## config.mk

```make
export PLATFORM = sky130hd
export DESIGN_NAME = pipeline_ctrl
export DESIGN_NICKNAME = d
export VERILOG_FILES = /design/src/rtl/pipeline_ctrl_pkg.sv /design/src/rtl/pipeline_hazard_detect.sv /design/src/rtl/pipeline_ctrl.sv
export SDC_FILE = /design/constraint.sdc
export NUM_CORES = 1
export LEC_CHECK = 0
export ABC_AREA = 1
export BUFFER_PORTS_ARGS = -buffer_cell sky130_fd_sc_hd__clkbuf_2
export CAP_MARGIN = 20
export CORE_ASPECT_RATIO = 1.4
export CORE_UTILIZATION = 40
export CTS_CLUSTER_SIZE = 10
export DETAILED_ROUTE_END_ITERATION = 10
export PLACE_DENSITY = 0.72
export SLEW_MARGIN = 20
export SYNTH_ARGS = -nofsm -noshare
export SYNTH_HDL_FRONTEND = slang
export SYNTH_SLANG_ARGS = --single-unit
export TNS_END_PERCENT = 20
```

## constraint.sdc

```tcl
create_clock -name clk_i -period 1.3 [get_ports clk_i]
set_input_delay 0.26 -clock clk_i [delete_from_list [all_inputs] [get_ports clk_i]]
set_output_delay 0.26 -clock clk_i [all_outputs]
set_load 0.02 [all_outputs]
```

## src/rtl/pipeline_ctrl_pkg.sv

```systemverilog
// pipeline_ctrl_pkg
//   Shared definitions for the 5-stage pipeline stall/flush sequencer.
//   - Stage bit indices into the stall/flush vectors (bit0=PC ... bit4=MEM/WB).
//   - Sequencer state encodings.
//   - Stall/flush patterns for each hazard class.
//   - Generic signal-level constants.
// No ports (package).

package pipeline_ctrl_pkg;

    // Bit positions in stall/flush vectors, named after the stage a register feeds.
    localparam int unsigned STG_PC  = 0;  // program counter
    localparam int unsigned STG_ID  = 1;  // IF/ID register
    localparam int unsigned STG_EX  = 2;  // ID/EX register
    localparam int unsigned STG_MEM = 3;  // EX/MEM register
    localparam int unsigned STG_WB  = 4;  // MEM/WB register

    typedef logic [4:0] stage_vec_t;

    // Sequencer states
    localparam logic [1:0] RUN      = 2'd0;
    localparam logic [1:0] DIV_WAIT = 2'd1;
    localparam logic [1:0] MEM_WAIT = 2'd2;

    // Hazard patterns: whatever is held upstream, a bubble goes in just below it.
    localparam stage_vec_t VEC_NONE  = 5'b00000;
    localparam stage_vec_t MEM_STALL = 5'b01111;
    localparam stage_vec_t MEM_FLUSH = 5'b10000;
    localparam stage_vec_t DIV_STALL = 5'b00111;
    localparam stage_vec_t DIV_FLUSH = 5'b01000;
    localparam stage_vec_t BR_STALL  = 5'b00000;
    localparam stage_vec_t BR_FLUSH  = 5'b00110;
    localparam stage_vec_t LU_STALL  = 5'b00011;
    localparam stage_vec_t LU_FLUSH  = 5'b00100;

    localparam logic RstEnable  = 1'b1;
    localparam logic OneSignal  = 1'b1;
    localparam logic ZeroSignal = 1'b0;

endpackage

```

## src/rtl/pipeline_hazard_detect.sv

```systemverilog
// pipeline_hazard_detect
//   Purely combinational load-use comparator. Flags when the load in EX writes a
//   register that the instruction in ID actually reads. x0 never creates a hazard.
// Ports:
//   ex_mem_read_i   EX instruction is a load
//   ex_rd_i         EX destination register
//   id_rs1_i/rs2_i  ID source registers
//   id_rs1_used_i   ID reads rs1
//   id_rs2_used_i   ID reads rs2
//   load_use_o      load-use interlock required

module pipeline_hazard_detect
    import pipeline_ctrl_pkg::*;
#(
    parameter int unsigned REG_ADDR_W = 5
) (
    input  logic                  ex_mem_read_i,
    input  logic [REG_ADDR_W-1:0] ex_rd_i,
    input  logic [REG_ADDR_W-1:0] id_rs1_i,
    input  logic [REG_ADDR_W-1:0] id_rs2_i,
    input  logic                  id_rs1_used_i,
    input  logic                  id_rs2_used_i,
    output logic                  load_use_o
);

    logic rs1_hit;
    logic rs2_hit;
    logic rd_nonzero;

    assign rs1_hit    = id_rs1_used_i & (id_rs1_i == ex_rd_i);
    assign rs2_hit    = id_rs2_used_i & (id_rs2_i == ex_rd_i);
    assign rd_nonzero = (ex_rd_i != '0);
    assign load_use_o = (ex_mem_read_i == OneSignal) & rd_nonzero & (rs1_hit | rs2_hit);

endmodule

```

## src/rtl/pipeline_ctrl.sv

```systemverilog
// pipeline_ctrl
//   Central stall/flush sequencer for the 5-stage RV32 pipeline. Arbitrates
//   (highest first) MEM bus wait > multi-cycle divide > branch redirect > load-use,
//   sequences the divider start/done handshake and aborts stuck bus accesses.
// Ports:
//   clk_i, rst_i        clock, synchronous active-high reset
//   branch_enable_i     EX branch/jump taken
//   ex_mem_read_i, ex_rd_i, id_rs1_i, id_rs2_i, id_rs1_used_i, id_rs2_used_i
//                       load-use comparator inputs
//   div_req_i, div_done_i   divide in EX / divider result valid pulse
//   mem_req_i, mem_ack_i    MEM bus access active / complete
//   stall_o, flush_o    per-register hold / bubble (bit0=PC .. bit4=MEM/WB)
//   div_start_o         registered 1-cycle divider start
//   bus_err_o           registered 1-cycle wait-state timeout
//   stall_cnt_o, flush_cnt_o  performance counters (PIPE_PERF_CNT_EN only)
// Build option: define PIPE_PERF_CNT_EN to add the performance counters.

module pipeline_ctrl
    import pipeline_ctrl_pkg::*;
#(
    parameter int unsigned MEM_TIMEOUT = 255,
    parameter int unsigned REG_ADDR_W  = 5
) (
    input  logic                  clk_i,
    input  logic                  rst_i,
    input  logic                  branch_enable_i,
    input  logic                  ex_mem_read_i,
    input  logic [REG_ADDR_W-1:0] ex_rd_i,
    input  logic [REG_ADDR_W-1:0] id_rs1_i,
    input  logic [REG_ADDR_W-1:0] id_rs2_i,
    input  logic                  id_rs1_used_i,
    input  logic                  id_rs2_used_i,
    input  logic                  div_req_i,
    input  logic                  div_done_i,
    input  logic                  mem_req_i,
    input  logic                  mem_ack_i,
    output logic [4:0]            stall_o,
    output logic [4:0]            flush_o,
    output logic                  div_start_o,
    output logic                  bus_err_o
`ifdef PIPE_PERF_CNT_EN
    ,
    output logic [31:0]           stall_cnt_o,
    output logic [31:0]           flush_cnt_o
`endif
);

    localparam logic [7:0] TimeoutLast = 8'(MEM_TIMEOUT - 1);

    logic [1:0] state_q, state_d;
    logic [7:0] wait_cnt_q, wait_cnt_d;
    logic       branch_pend_q, branch_pend_d;
    logic       div_mask_q, div_mask_d;
    logic       div_start_q, div_start_d;
    logic       bus_err_q, bus_err_d;

    logic load_use;
    logic mem_wait;
    logic div_req_eff;
    logic timeout;
    logic div_hold;
    logic hi_stall;
    logic branch_flush;

    pipeline_hazard_detect #(
        .REG_ADDR_W (REG_ADDR_W)
    ) u_hazard (
        .ex_mem_read_i (ex_mem_read_i),
        .ex_rd_i       (ex_rd_i),
        .id_rs1_i      (id_rs1_i),
        .id_rs2_i      (id_rs2_i),
        .id_rs1_used_i (id_rs1_used_i),
        .id_rs2_used_i (id_rs2_used_i),
        .load_use_o    (load_use)
    );

    // The abort cycle releases the stall even if the bus unit still holds mem_req_i.
    assign mem_wait    = mem_req_i & ~mem_ack_i & ~bus_err_q;
    // One-cycle mask after done keeps the finishing DIV from re-launching.
    assign div_req_eff = div_req_i & ~div_mask_q;
    assign timeout     = mem_wait & (wait_cnt_q == TimeoutLast);
    // Leaving MEM_WAIT on ack behaves like RUN, so a divide can start that cycle.
    assign div_hold    = ((state_q != DIV_WAIT) & div_req_eff) |
                         ((state_q == DIV_WAIT) & ~div_done_i);
    assign hi_stall    = mem_wait | div_hold;
    assign branch_flush = ~hi_stall & (branch_enable_i | branch_pend_q);

    always_comb begin
        stall_o = VEC_NONE;
        flush_o = VEC_NONE;
        if (mem_wait) begin
            stall_o = MEM_STALL;
            flush_o = MEM_FLUSH;
        end else if (div_hold) begin
            stall_o = DIV_STALL;
            flush_o = DIV_FLUSH;
        end else if (branch_flush) begin
            // Branch squashes ID, so any load-use on it is moot.
            stall_o = BR_STALL;
            flush_o = BR_FLUSH;
        end else if (load_use) begin
            stall_o = LU_STALL;
            flush_o = LU_FLUSH;
        end
    end

    always_comb begin
        state_d       = state_q;
        wait_cnt_d    = wait_cnt_q;
        branch_pend_d = branch_pend_q;
        div_mask_d    = ZeroSignal;
        div_start_d   = ZeroSignal;
        bus_err_d     = ZeroSignal;

        if (mem_wait) begin
            if (timeout) begin
                state_d    = RUN;
                wait_cnt_d = '0;
                bus_err_d  = OneSignal;
            end else begin
                state_d    = MEM_WAIT;
                wait_cnt_d = wait_cnt_q + 8'd1;
            end
        end else begin
            wait_cnt_d = '0;
            if (state_q == DIV_WAIT) begin
                if (div_done_i) begin
                    state_d    = RUN;
                    div_mask_d = OneSignal;
                end
            end else if (div_req_eff) begin
                state_d     = DIV_WAIT;
                div_start_d = OneSignal;
            end else begin
                state_d = RUN;
            end
        end

        // Pending redirect survives stalls; it is consumed by the first free cycle.
        if (hi_stall) begin
            if (branch_enable_i) begin
                branch_pend_d = OneSignal;
            end
        end else begin
            branch_pend_d = ZeroSignal;
        end
    end

    always_ff @(posedge clk_i) begin
        if (rst_i == RstEnable) begin
            state_q       <= RUN;
            wait_cnt_q    <= '0;
            branch_pend_q <= ZeroSignal;
            div_mask_q    <= ZeroSignal;
            div_start_q   <= ZeroSignal;
            bus_err_q     <= ZeroSignal;
        end else begin
            state_q       <= state_d;
            wait_cnt_q    <= wait_cnt_d;
            branch_pend_q <= branch_pend_d;
            div_mask_q    <= div_mask_d;
            div_start_q   <= div_start_d;
            bus_err_q     <= bus_err_d;
        end
    end

    assign div_start_o = div_start_q;
    assign bus_err_o   = bus_err_q;

`ifdef PIPE_PERF_CNT_EN
    logic [31:0] stall_cnt_q;
    logic [31:0] flush_cnt_q;

    always_ff @(posedge clk_i) begin
        if (rst_i == RstEnable) begin
            stall_cnt_q <= '0;
            flush_cnt_q <= '0;
        end else begin
            if (stall_o[STG_PC]) begin
                stall_cnt_q <= stall_cnt_q + 32'd1;
            end
            if (flush_o != VEC_NONE) begin
                flush_cnt_q <= flush_cnt_q + 32'd1;
            end
        end
    end

    assign stall_cnt_o = stall_cnt_q;
    assign flush_cnt_o = flush_cnt_q;
`endif

endmodule

```

==> impl_metrics.tcl <==
set metrics [dict create \
    place_congestion 0.746 \
    p_leak_nw 0.693 \
    rr_worst_depth 13 \
    routed_wl_microns 1930 \
    hold_end "div_mask_q" \
    antenna_found_initial 0 \
    postRouteAntennaNets 0 \
    drive_gt1_frac 0.378 \
    hold_slack_ps 201 \
    avgSynthCellArea_sq_um 6.32 \
    ys_types 23 \
    drt_iter0_drc 22 \
    post-place-ws_ps -173 \
    portBuffers 34 \
    crit_chain "inv_2 -> nor2_4 -> inv_2 -> nand3b_1 -> o21a_1 -> nand2_4 -> o21bai_4 -> buf_8" \
    grt_pass1_vias 805 \
    synth_cells 134 \
    cts_sinks 14 \
    area_delta_synth_final_pct 48.6 \
    slowest_delay_ps 330 \
    synth_top_family_by_area "simple AND/OR/NAND/NOR gates" \
    dpl.cell_count 190 \
    yosys_warnings 0 \
    fin_crit_sh 1.34 \
    slowest_stage "dfxtp_2" \
    hold_depth 3 \
    antenna_cells 0 \
    status "finished with violations" \
    clk_pin_slew_ps 80 \
    cts_tree "yes" \
    final.setup_skew_ps 3.02 \
    synthAdderAreaFrac 0.0295 \
    grt_pass1_wl_microns 2950 \
    cap_violations 0 \
    period_needed_ps 1740 \
    final_hold_viol_count 0 \
    num_vias 902 \
    fin_nets 208 \
    rsz0062_at_grt "yes" \
    root_buffer "clkbuf_4" \
    reg2reg_slack_ps -250 \
    dp_hpwl_microns 1400 \
    die_h_microns 56.5 \
    final_area_sq_um 1260 \
    timing.fmax_ghz 0.575 \
    synthMuxAreaShare 0 \
    clk_latency_ps 280 \
    yosys_register_bits 14 \
    arrival_ps 1480 \
    hold_class "in -> reg" \
    cp-end-kind "output pin" \
    grt_max_degree 9 \
    mostFrequentLayoutCell "nand2_1" \
    violations "negative setup slack" \
    grt-ovfl-total 0 \
    design.die.area_sq_um 2310 \
    reg2reg_from "state_q[0]" \
    crit_type "reg -> out" \
    h-tree-depth 1 \
    fin_ws_ps -438 \
    power.density_nw_per_um2 848 \
    coreArea_sq_um 1970 \
    track_usage 0.180 \
    cp-start-kind "flip-flop" \
    dr.pass1.iters 4 \
    critPathMaxFanout 4 \
    clockBufferDepth 2 \
    required_ps 1040 \
    start_util 0.429 \
    synth_xor_area_frac 0.0414 \
    post-route-drc-count 0 \
    slew_viol_final 0 \
    synthSimpleGateAreaFrac 0.400 \
    syn_area_sq_um 847 \
    ys_seq_area_frac 0.331 \
    cts_buffers 3 \
    irDropWorstVdd_mv 0.550 \
    dieWidth_microns 40.9 \
    hold_start "div_done_i" \
    finalSetupViolCount 9 \
    r2r-end "div_start_o" \
    vias_per_cell 4.49 \
    synth_compound_area_frac 0.0355 \
    wl_per_cell_microns 9.61 \
    cpMostUsedCell "inv_2" \
    io_pins 37 \
    layout.cells.non_filler 201 \
    placed_area_sq_um 1070 \
    layout_common_cells "37 x nand2_1, 26 x clkbuf_2, 21 x inv_1, 21 x nor2_1, 11 x dfxtp_1" \
    rows 19 \
]
per-layer routing:
| metal | vias up | global-route usage | share of wire |
|---|---|---|---|
| met3 | 5 | 0.0237 | 0.047 |
| met4 | 0 | 0.0857 | 0.019 |
| li1 | 482 | - | - |
| met5 | - | 0 | 0 |
| met1 | 386 | 0.185 | 0.38 |
| met2 | 29 | 0.321 | 0.55 |
kinds of logic after synthesis:
logic type	after synthesis
AOI/OAI and AO/OA	5
xor gates and xnor gates	4
adders and majority gates	2
buffers and inverters	30
DFF	14
other	1
and+or+nand+nor	78
timing repair:
item	in CTS	in global routing
setup buffers	7	0
resized for setup	16	23
hold buffers	0	0
endpoints found under the setup margin	8	12
gates cloned	0	0
pin swaps	5	4
synthesized netlist by cell type (all sizes together):
cell    count  area share
o21bai      1      0.0089
xor2        3       0.031
conb        1      0.0044
nand2      40        0.19
nand3b      1      0.0089
nand3       6       0.035
inv        25        0.11
o21ai       1      0.0059
nand4       2       0.015
ha          2       0.030
a21oi       2       0.012
nor3        2       0.012
or3         1       0.013
o21a        1      0.0089
nor2       26        0.13
xnor2       1       0.010
buf         5       0.044
dfxtp      14        0.33
registers in the layout (all words and copies together) (netlist names):
signal and flops:
wait_cnt_q 8, state_q 2, branch_pend_q 1, bus_err_o 1
div_mask_q 1, div_start_o 1
critical path: cells and delay by family (launching register included):
family / cells / cell delay (ps)
AND/OR/NAND/NOR: 3 / 270
buffers and inverters: 3 / 210
flip-flops: 1 / 330
AO/OA/AOI/OAI: 2 / 390
worst max path at each step:
stage,end,startpoint,depth (start not counted)
3_3_place_gp,flush_o[2],ex_rd_i[4],10
6_report,stall_o[1],state_q[0],8
4_1_cts,stall_o[0],state_q[0],8
3_5_place_dp,flush_o[2],ex_rd_i[4],10
2_1_floorplan,flush_o[2],state_q[0],7
5_1_grt,stall_o[0],state_q[0],8
report_power, final:
part	internal (mW)	switching [mW]	total, mW	leakage, nW
Sequential	0.439	0.00498	0.444	0.115
Combinational	0.159	0.155	0.314	0.557
Clock	0.171	0.138	0.309	0.0210
Total	0.769	0.298	1.07	0.693
through the flow:
stage | utilization | power, mW | setup TNS (ps)
after floorplan | - | 0.600 | -509
after global placement | 0.541 | 0.673 | -467
after detailed placement | 0.541 | 0.680 | -800
after CTS | 0.618 | 1.04 | -3190
after global routing | 0.638 | 1.13 | -3480
final | 0.638 | 1.07 | -2900
final cells by class:
cell class	instances	area, sq um
clock buffers	4	36.3
fillers	162	714
inverters	25	98.8
multi-input cells	91	477
flip-flops and latches	14	284
well taps	21	26.3
repair buffers	46	337
No activity file was read; power rests on OpenSTA's default activity.
